[config.mk]
export PLATFORM = sky130hd
export DESIGN_NAME = ieu_fwd
export DESIGN_NICKNAME = d
export VERILOG_FILES = /design/src/rtl/ieu_fwd.sv
export SDC_FILE = /design/constraint.sdc
export NUM_CORES = 2
export LEC_CHECK = 0
export CAP_MARGIN = 20
export CORE_MARGIN = 2
export CORE_UTILIZATION = 45
export CTS_CLUSTER_DIAMETER = 40
export DETAILED_ROUTE_END_ITERATION = 12
export PLACE_DENSITY_LB_ADDON = 0.1
export SETUP_SLACK_MARGIN = 0.2
export SYNTH_ARGS = -nofsm -noshare
export SYNTH_HDL_FRONTEND = slang
export SYNTH_SLANG_ARGS = --single-unit
[constraint.sdc]
create_clock -name clk -period 9.4 [get_ports clk]
set_input_delay 1.41 -clock clk [delete_from_list [all_inputs] [get_ports clk]]
set_output_delay 1.41 -clock clk [all_outputs]
set_load 0.05 [all_outputs]
[src/rtl/ieu_fwd.sv]
// rtl/ieu_fwd.sv - integer execution unit with writeback delay line and operand forwarding
// Issues one RV32I-style instruction per cycle with zero issue latency.
// Ports:
//   clk, rst           clock; synchronous active-high reset
//   instr_valid        instr/curr_pc/inc_pc valid this cycle
//   instr              instruction bits [31:2]
//   curr_pc, inc_pc    PC of instr and PC+4
//   rd_data            writeback data for the instruction issued WB_DELAY cycles earlier
//   stall, issue       hold request to fetch; instruction accepted this cycle
//   je, ja             jump/branch taken (issue-qualified) and its target
//   result, reg_out    ALU result (inc_pc for jumps); forwarded rs2 (store data)
//   mm_we, passthrough store enable; load request (both issue-qualified)
//   stall_cnt          saturating count of stalled valid cycles
module ieu_fwd #(
  parameter int XLEN     = 32,
  parameter int WB_DELAY = 2,
  parameter int FWD_EN   = 1,
  parameter int CNT_W    = 16
) (
  input  logic             clk,
  input  logic             rst,
  input  logic             instr_valid,
  input  logic [29:0]      instr,
  input  logic [XLEN-1:0]  curr_pc,
  input  logic [XLEN-1:0]  inc_pc,
  input  logic [XLEN-1:0]  rd_data,
  output logic             stall,
  output logic             issue,
  output logic             je,
  output logic [XLEN-1:0]  ja,
  output logic [XLEN-1:0]  result,
  output logic [XLEN-1:0]  reg_out,
  output logic             mm_we,
  output logic             passthrough,
  output logic [CNT_W-1:0] stall_cnt
);
  localparam int SH = $clog2(XLEN);

  // Decode
  logic [31:0] ir;
  logic [6:0]  opc;
  logic [4:0]  rd, rs1, rs2;
  logic [2:0]  f3;
  logic        f7b5;
  logic        is_lui, is_auipc, is_jal, is_jalr, is_br, is_load, is_store, is_opi, is_op;
  logic        writes_rd, use_rs1, use_rs2;

  assign ir   = {instr, 2'b11};
  assign opc  = ir[6:0];
  assign rd   = ir[11:7];
  assign f3   = ir[14:12];
  assign rs1  = ir[19:15];
  assign rs2  = ir[24:20];
  assign f7b5 = ir[30];

  assign is_lui   = (opc == 7'b0110111);
  assign is_auipc = (opc == 7'b0010111);
  assign is_jal   = (opc == 7'b1101111);
  assign is_jalr  = (opc == 7'b1100111);
  assign is_br    = (opc == 7'b1100011);
  assign is_load  = (opc == 7'b0000011);
  assign is_store = (opc == 7'b0100011);
  assign is_opi   = (opc == 7'b0010011);
  assign is_op    = (opc == 7'b0110011);

  // Writes to x0 never enter the delay line as producers.
  assign writes_rd = (is_lui | is_auipc | is_jal | is_jalr | is_load | is_opi | is_op) & (rd != 5'd0);
  assign use_rs1   = ~(is_lui | is_auipc | is_jal);
  assign use_rs2   = is_op | is_store | is_br;

  // Immediates, sign-extended to XLEN
  logic [XLEN-1:0] imm_i, imm_s, imm_b, imm_u, imm_j, imm;
  assign imm_i = {{(XLEN-11){ir[31]}}, ir[30:20]};
  assign imm_s = {{(XLEN-11){ir[31]}}, ir[30:25], ir[11:7]};
  assign imm_b = {{(XLEN-12){ir[31]}}, ir[7], ir[30:25], ir[11:8], 1'b0};
  assign imm_u = {{(XLEN-31){ir[31]}}, ir[30:12], 12'b0};
  assign imm_j = {{(XLEN-20){ir[31]}}, ir[19:12], ir[20], ir[30:21], 1'b0};
  assign imm   = is_store ? imm_s :
                 is_br    ? imm_b :
                 (is_lui | is_auipc) ? imm_u :
                 is_jal   ? imm_j : imm_i;

  // Writeback delay line, stage 1 is the youngest in-flight instruction
  logic [WB_DELAY:1]           st_we, st_ld;
  logic [WB_DELAY:1][4:0]      st_rd;
  logic [WB_DELAY:1][XLEN-1:0] st_res;
  logic [XLEN-1:0]             irf [32];

  // Operand resolution; index 0 is rs1, index 1 is rs2
  logic [1:0][4:0]      rs_idx;
  logic [1:0][XLEN-1:0] rs_val;
  logic [1:0]           rs_haz;
  assign rs_idx[0] = rs1;
  assign rs_idx[1] = rs2;

  always_comb begin
    for (int k = 0; k < 2; k++) begin
      rs_val[k] = (rs_idx[k] == 5'd0) ? '0 : irf[rs_idx[k]];
      rs_haz[k] = 1'b0;
      // Walk oldest to youngest so the lowest-index producer overrides.
      for (int i = WB_DELAY; i >= 1; i--) begin
        if (rs_idx[k] != 5'd0 && st_we[i] && st_rd[i] == rs_idx[k]) begin
          if (FWD_EN == 0) begin
            rs_haz[k] = 1'b1;
          end else if (i == WB_DELAY) begin
            rs_val[k] = rd_data;
            rs_haz[k] = 1'b0;
          end else if (st_ld[i]) begin
            rs_haz[k] = 1'b1;
          end else begin
            rs_val[k] = st_res[i];
            rs_haz[k] = 1'b0;
          end
        end
      end
    end
  end

  // ALU and branch unit
  logic [XLEN-1:0] op_a, op_b, alu_sum, alu_res;
  logic            taken;
  assign op_a    = is_lui ? '0 : (is_auipc | is_jal | is_br) ? curr_pc : rs_val[0];
  assign op_b    = is_op ? rs_val[1] : imm;
  assign alu_sum = op_a + op_b;

  always_comb begin
    alu_res = alu_sum;
    if (is_op | is_opi) begin
      case (f3)
        3'b000: alu_res = (is_op & f7b5) ? op_a - op_b : alu_sum;
        3'b001: alu_res = op_a << op_b[SH-1:0];
        3'b010: alu_res = {{(XLEN-1){1'b0}}, $signed(op_a) < $signed(op_b)};
        3'b011: alu_res = {{(XLEN-1){1'b0}}, op_a < op_b};
        3'b100: alu_res = op_a ^ op_b;
        3'b101: alu_res = f7b5 ? $signed(op_a) >>> op_b[SH-1:0] : op_a >> op_b[SH-1:0];
        3'b110: alu_res = op_a | op_b;
        3'b111: alu_res = op_a & op_b;
      endcase
    end
  end

  always_comb begin
    case (f3)
      3'b000:  taken = (rs_val[0] == rs_val[1]);
      3'b001:  taken = (rs_val[0] != rs_val[1]);
      3'b100:  taken = ($signed(rs_val[0]) <  $signed(rs_val[1]));
      3'b101:  taken = ($signed(rs_val[0]) >= $signed(rs_val[1]));
      3'b110:  taken = (rs_val[0] <  rs_val[1]);
      3'b111:  taken = (rs_val[0] >= rs_val[1]);
      default: taken = 1'b0;
    endcase
  end

  // Outputs
  assign stall       = ~rst & instr_valid & ((use_rs1 & rs_haz[0]) | (use_rs2 & rs_haz[1]));
  assign issue       = ~rst & instr_valid & ~stall;
  assign je          = issue & (is_jal | is_jalr | (is_br & taken));
  assign ja          = is_jalr ? {alu_sum[XLEN-1:1], 1'b0} : alu_sum;
  assign result      = (is_jal | is_jalr) ? inc_pc : alu_res;
  assign reg_out     = rs_val[1];
  assign mm_we       = issue & is_store;
  assign passthrough = issue & is_load;

  // Delay line shift; a stalled or idle cycle injects a bubble
  always_ff @(posedge clk) begin
    if (rst) begin
      st_we  <= '0;
      st_ld  <= '0;
      st_rd  <= '0;
      st_res <= '0;
    end else begin
      st_we[1]  <= issue & writes_rd;
      st_ld[1]  <= passthrough & ~(is_jal | is_jalr) & ~mm_we;
      st_rd[1]  <= rd;
      st_res[1] <= result;
      for (int i = 2; i <= WB_DELAY; i++) begin
        st_we[i]  <= st_we[i-1];
        st_ld[i]  <= st_ld[i-1];
        st_rd[i]  <= st_rd[i-1];
        st_res[i] <= st_res[i-1];
      end
    end
  end

  // Register file is not reset; only the in-flight writebacks are dropped.
  always_ff @(posedge clk) begin
    if (!rst && st_we[WB_DELAY]) begin
      irf[st_rd[WB_DELAY]] <= rd_data;
    end
  end

  always_ff @(posedge clk) begin
    if (rst) begin
      stall_cnt <= '0;
    end else if (stall && stall_cnt != {CNT_W{1'b1}}) begin
      stall_cnt <= stall_cnt + 1'b1;
    end
  end

endmodule

Word level (Yosys, flattened, before mapping)
Memory sizes are Yosys's and may differ from the RTL's.
Cells that the tools add are included.

storage, ports and cells
  flip-flop bits (word level) = 61
  memory bits (writable) = 1024
  input port bits = 129
  memories = 1

memories
  memory  words  width  read ports  clocked after memory_dff  write ports  RTL line  source
  irf     32     32     2           0                         1            87        logic [XLEN-1:0] irf [32];

operators by class
  add/sub/neg operators = 3
  $lt $le $gt $ge = 6
  eq/ne operators = 22
  shifts and indexed selects = 3
  multiplexer cells = 27
  bitwise gates (word level) = 36
  reductions and logical operators = 18

operator list
  operator                                                                count
  32-bit two-way mux                                                      15
  32-bit case mux with 8 select lines                                     1
  32-bit less-than comparator                                             4
  31-bit two-way mux                                                      3
  32-bit greater-or-equal comparator                                      2
  32-bit adder                                                            1
  32-bit bitwise AND                                                      1
  32-bit equality test                                                    1
  32-bit inequality test                                                  1
  32-bit OR                                                               1
  32-bit by 5-bit left shift with 32-bit output                           1
  32-bit by 5-bit >> shifter with 32-bit output                           1
  32-bit by 5-bit >>> shifter with 32-bit output                          1
  32-bit subtractor                                                       1
  32-bit XOR                                                              1
  5-bit equality test                                                     4
  20-bit two-way mux                                                      1
  16-bit by 1-bit adder with 16-bit output (second input constant)        1
  16-bit inequality test (second input constant)                          1
  5-bit by 4-bit equality test with 1-bit output (second input constant)  3
  5-bit equality test (second input constant)                             3
  5-bit logical NOT                                                       3
  5-bit nonzero test                                                      3
  1-bit bitwise AND                                                       14
  11 further kinds                                                        47

Depth between registers and ports, before layout
  depth after elaboration = 13
  mapped depth = 27
  depth with buffers taken out = 20

Least setup slack after synthesis
OpenSTA, ideal clock, no wires.

  kind = input port to output port
  from = input port instr[18]
  to = output port result[24]
  arrival time = 8324 ps
  data required time = 7990 ps
  slack = -334 ps
  stages = 25
  path through = buf_6 -> buf_6 -> buf_4 -> clkbuf_1 -> buf_2 -> mux4_2 -> mux4_2 -> mux2_2 -> a221o_1 -> o21ai_0 -> o21ai_0 -> ha_1 -> clkbuf_1 -> o21a_1 -> o21ai_0 -> nand2_1 -> o2111ai_1 -> a31oi_1 -> a21oi_1 -> o221ai_1 -> a21oi_1 -> xnor2_1 -> a221o_1 -> nor3_1 -> nor3_1

between the ends
  word-level cells in the longest chain between the ends = 12

ends and longest elaborated chain
  element                                                                     RTL line  source
  from (decl)                                                                 23        input logic [29:0] instr,
  parallel branches: the longest is 6 deep, another holds memory 32 x 32 bit  --
  32-bit two-way mux (*)                                                      123       assign op_b = is_op ? rs_val[1] : imm;
  32-bit adder (*)                                                            124       assign alu_sum = op_a + op_b;
  named net ja[24]                                                            30        output logic [XLEN-1:0] ja,
  32-bit two-way mux                                                          130       3'b000: alu_res = (is_op & f7b5) ? op_a - op_b : alu_sum;
  32-bit case mux with 8 select lines                                         129       case (f3)
  32-bit two-way mux (*)                                                      128       if (is_op | is_opi) begin
  32-bit two-way mux (*)                                                      159       assign result = (is_jal | is_jalr) ? inc_pc : alu_res;
  to (decl)                                                                   31        output logic [XLEN-1:0] result,

Mark *: on every way through the listed nets, which the timed path passes.

Worst setup path after layout
  from = input port instr[13]
  to = output port result[14]

between the ends
  word-level cells in the longest chain between the ends = 13

ends and longest elaborated chain
  element                                                                     RTL line  source
  parallel branches: the longest is 5 deep, another holds memory 32 x 32 bit  --
  32-bit two-way mux (*)                                                      102       if (rs_idx[k] != 5'd0 && st_we[i] && st_rd[i] == rs_idx[k]) begin
  32-bit two-way mux (*) (2 in a row)                                         122       assign op_a = is_lui ? '0 : (is_auipc | is_jal | is_br) ? curr_pc : rs_val[0];
  32-bit adder (tied with other cells)                                        124
  32-bit two-way mux (on tied branches)                                       130, 135
  32-bit case mux with 8 select lines                                         129
  32-bit two-way mux (*)                                                      128
  32-bit two-way mux (*)                                                      159

Mark *: on every way between the ends.

==> impl_metrics.csv <==
group,metric,value,unit
power_and_ir_drop,leakage,26.7,nW
finish,final_common_cell,"edfxtp_1",
finish,drive_gt1_share,28.1,%
placed_design,dp_cells,6650,
sta,setup_tns,0,ns
sta,fin_crit_sh,96.3,%
routing,antenna_left,0,
sta,max_slew_margin,18.5,%
power_and_ir_drop,power.switching,5.05,mW
die,initial_core_util,45.4,%
setup_path,critPathLaunchType,"primary input",
power_and_ir_drop,peakVddDrop,0.000193,V
routing,routedWlPerCell,38.9,um
setup_path,critical_path_required,7.99,ns
clock_network,h-tree-depth,4,
global_routing,grt_usage,37.8,%
die,dieArea,142000,um^2
sta,setup_ws,0.351,ns
clock_network,numCtsBuffers,159,
yosys,synth_top_area_share,49.3,%
power_and_ir_drop,intPower,10.6,mW
global_routing,grt_pass1_vias,46800,
sta,fmax,0.111,GHz
sta,rsz0062_at_grt,"yes",
die,num_io_pins,246,
clock_network,cts_tree,"yes",
yosys,ys_ff_latch,1085,
job,cap_violations,0,
placed_design,preCtsSetupSlack,-0.0483,ns
power_and_ir_drop,p_sw_share,32.2,%
die,coreArea,137000,um^2
yosys,yosysSeqAreaShare,51.2,%
sta,fin_skew,0.0470,ns
yosys,synth_area_leader_cell,"edfxtp_1",
clock_network,clk_pin_slew,0.05,ns
yosys,ys_warn_count,0,
placed_design,portBuffers,245,
worst_hold_path,hold_class,"flop to flop",
finish,syn_to_final_growth,21.1,%
clock_network,clockRootBuffer,"clkbuf_16",
power_and_ir_drop,pwr-share-seq,34.4,%
yosys,synth_area_leaders,"edfxtp_1 (49%), mux4_2 (17%), mux2i_1 (3.8%)",
routing,drc,0,
clock_network,insertion_delay,0.82,ns
yosys,synthArstFlopShare,0,%
setup_path,ff2ff_setup_slack,2.79,ns
sta,setup_viol,0,
routing,vias,47900,
sta,hold_ws,0.510,ns
finish,most-common-layout-cells,"edfxtp_1 (1024), mux4_2 (483), buf_4 (418)",
clock_network,cts.sinks,1085,
sta,hold_viol,0,
finish,antenna_cells,0,
clock_network,ctsLongestPathBuffers,3,
placed_design,hpwl,190000,um
yosys,ys_types,114,
routing,vias_per_cell,6.89,
routing,firstDrtPassIters,8,
global_routing,grt_pass1_wl,371000,um
sta,slew_violations,0,
yosys,synth-edff-count,1024,
die,core.rowCount,136,
yosys,synthFlopType,"edfxtp_1",
finish,fill_cells,11300,
global_routing,antenna_found_initial,13,
setup_path,cp.arrival,7.64,ns
yosys,synth_nets,4777,
setup_path,crit_path_end_kind,"output port",
power_and_ir_drop,power_frac_comb,26.9,%
finish,nNetsFinal,5281,
outcome,outcome,"finished clean",
die,chipHeight,376,um
yosys,syn_inst,4516,
routing,drt_iter0_markers,6803,
yosys,synth_area,62400,um^2
routing,totalWireLength,270000,um
power_and_ir_drop,power_density,207,nW/um^2
global_routing,grt_overflow,0,
setup_path,path_class,"primary input to output port",
finish,layout.cells.non_filler,6947,
yosys,synth_area_per_cell,13.8,um^2
power_and_ir_drop,clockPowerShare,38.7,%
placed_design,gp_congestion,1.04,
sta,finalCriticalPeriod,9.05,ns
die,die_x,376,um
sta,worst_slew_pin_slew,1.21,ns
global_routing,grt_start_max_net_pins,67,
setup_path,crit_path_max_fanout,55,
final timing paths:
kind / endpoint / cells past startpoint / startpoint
worst min register to register: stall_cnt[15]$_SDFFE_PP0P_ / 2 / stall_cnt[15]$_SDFFE_PP0P_
worst max-delay path: result[14] / 22 / instr[13]
worst min-delay path: stall_cnt[15]$_SDFFE_PP0P_ / 2 / stall_cnt[15]$_SDFFE_PP0P_
worst max register to register: st_res[26]$_SDFF_PP0_ / 21 / st_rd[9]$_SDFF_PP0_
per-layer routing:
metal | vias to the layer above | GRT usage (%) | wire [um]
met1 | 24600 | 50.0 | 103000
met2 | 3189 | 58.2 | 122000
li1 | 19400 | - | -
met5 | - | 0 | 47
met4 | 8 | 19.4 | 16600
met3 | 694 | 9.05 | 29200
metrics by stage:
stage | util [%] | cell area, um^2 | power (mW)
after floorplan | - | 62500 | 7.60
after global placement | 50.8 | 69900 | 9.60
after detailed placement | 50.8 | 69900 | 9.58
after CTS | 54.8 | 75400 | 15.6
after global routing | 55.0 | 75600 | 16.1
final | 55.0 | 75600 | 15.7
final cells by class:
cell class                 count  area (um^2)  area share (%)
clock buffer                 177         4090            5.41
clock inverter               117         1380            1.83
inverter                     157          592           0.783
multi-input combinational   2925        28500            37.7
sequential                  1085        32000            42.3
tap                         1794         2240            2.97
timing repair buffer         692         6830            9.03
cell usage after synthesis, drive strengths merged, types with 44 or more instances:
library cell / count
a21oi: 199
nor3: 68
ha: 130
mux2i: 241
nor2: 284
nand2: 178
a221oi: 55
a211oi: 50
a22oi: 77
edfxtp: 1024
buf: 173
o21ai: 210
o22ai: 44
xnor2: 66
o211ai: 57
mux4: 487
nand3: 114
inv: 156
dfxtp: 61
clkbuf: 176
worst max-delay path: stages:
cell and delay, ns:
buf_12 0.28, buf_4 0.26, buf_16 0.32, mux4_2 0.56, a22oi_1 0.28, nand4_1 0.40, a211oi_4 0.51, nor2_1 0.27
ha_1 0.38, buf_4 0.17, inv_1 0.10, o21bai_1 0.20, a21oi_1 0.06, a31oi_1 0.28, buf_4 0.21, xnor2_1 0.15
a22oi_1 0.29, o211ai_1 0.28, a211o_1 0.30, a211o_1 0.38, and2_1 0.23, buf_12 0.15
registers in the layout, summed over array words and instances (netlist names):
register   count
st_rd         10
st_res        32
st_ld          1
stall_cnt     16
st_we          2
irf         1024
power groups by stage:
stage | clock network, mW | logic [mW] | registers, mW
5_1_grt | 6.32 | 4.36 | 5.38
6_report | 6.06 | 4.22 | 5.39
3_3_place_gp | 0 | 4.12 | 5.48
3_5_place_dp | 0 | 4.10 | 5.48
4_1_cts | 6.12 | 4.12 | 5.38
2_1_floorplan | 0 | 2.16 | 5.44
cell families after synthesis:
| logic type | Yosys count | share of synthesized area [%] |
|---|---|---|
| buffers and inverters | 506 | 3.90 |
| AO/OA/AOI/OAI | 1050 | 11.8 |
| XOR/XNOR | 86 | 1.22 |
| flip-flops | 1085 | 51.2 |
| adder cells (fa/ha/maj) | 132 | 2.67 |
| multiplexers | 769 | 22.2 |
| AND/OR/NAND/NOR | 888 | 6.95 |
repair_timing:
action / 4_1_cts / 5_1_grt
buffers inserted: 0 / 0
resized for setup: 6 / 28
pin swaps: 0 / 1
endpoints found under the hold margin: 0 / 0
cloned: 0 / 3
hold buffers: 0 / 0
setup endpoints to repair: 10 / 18
Note: power is estimated with default switching activity, not from simulation.
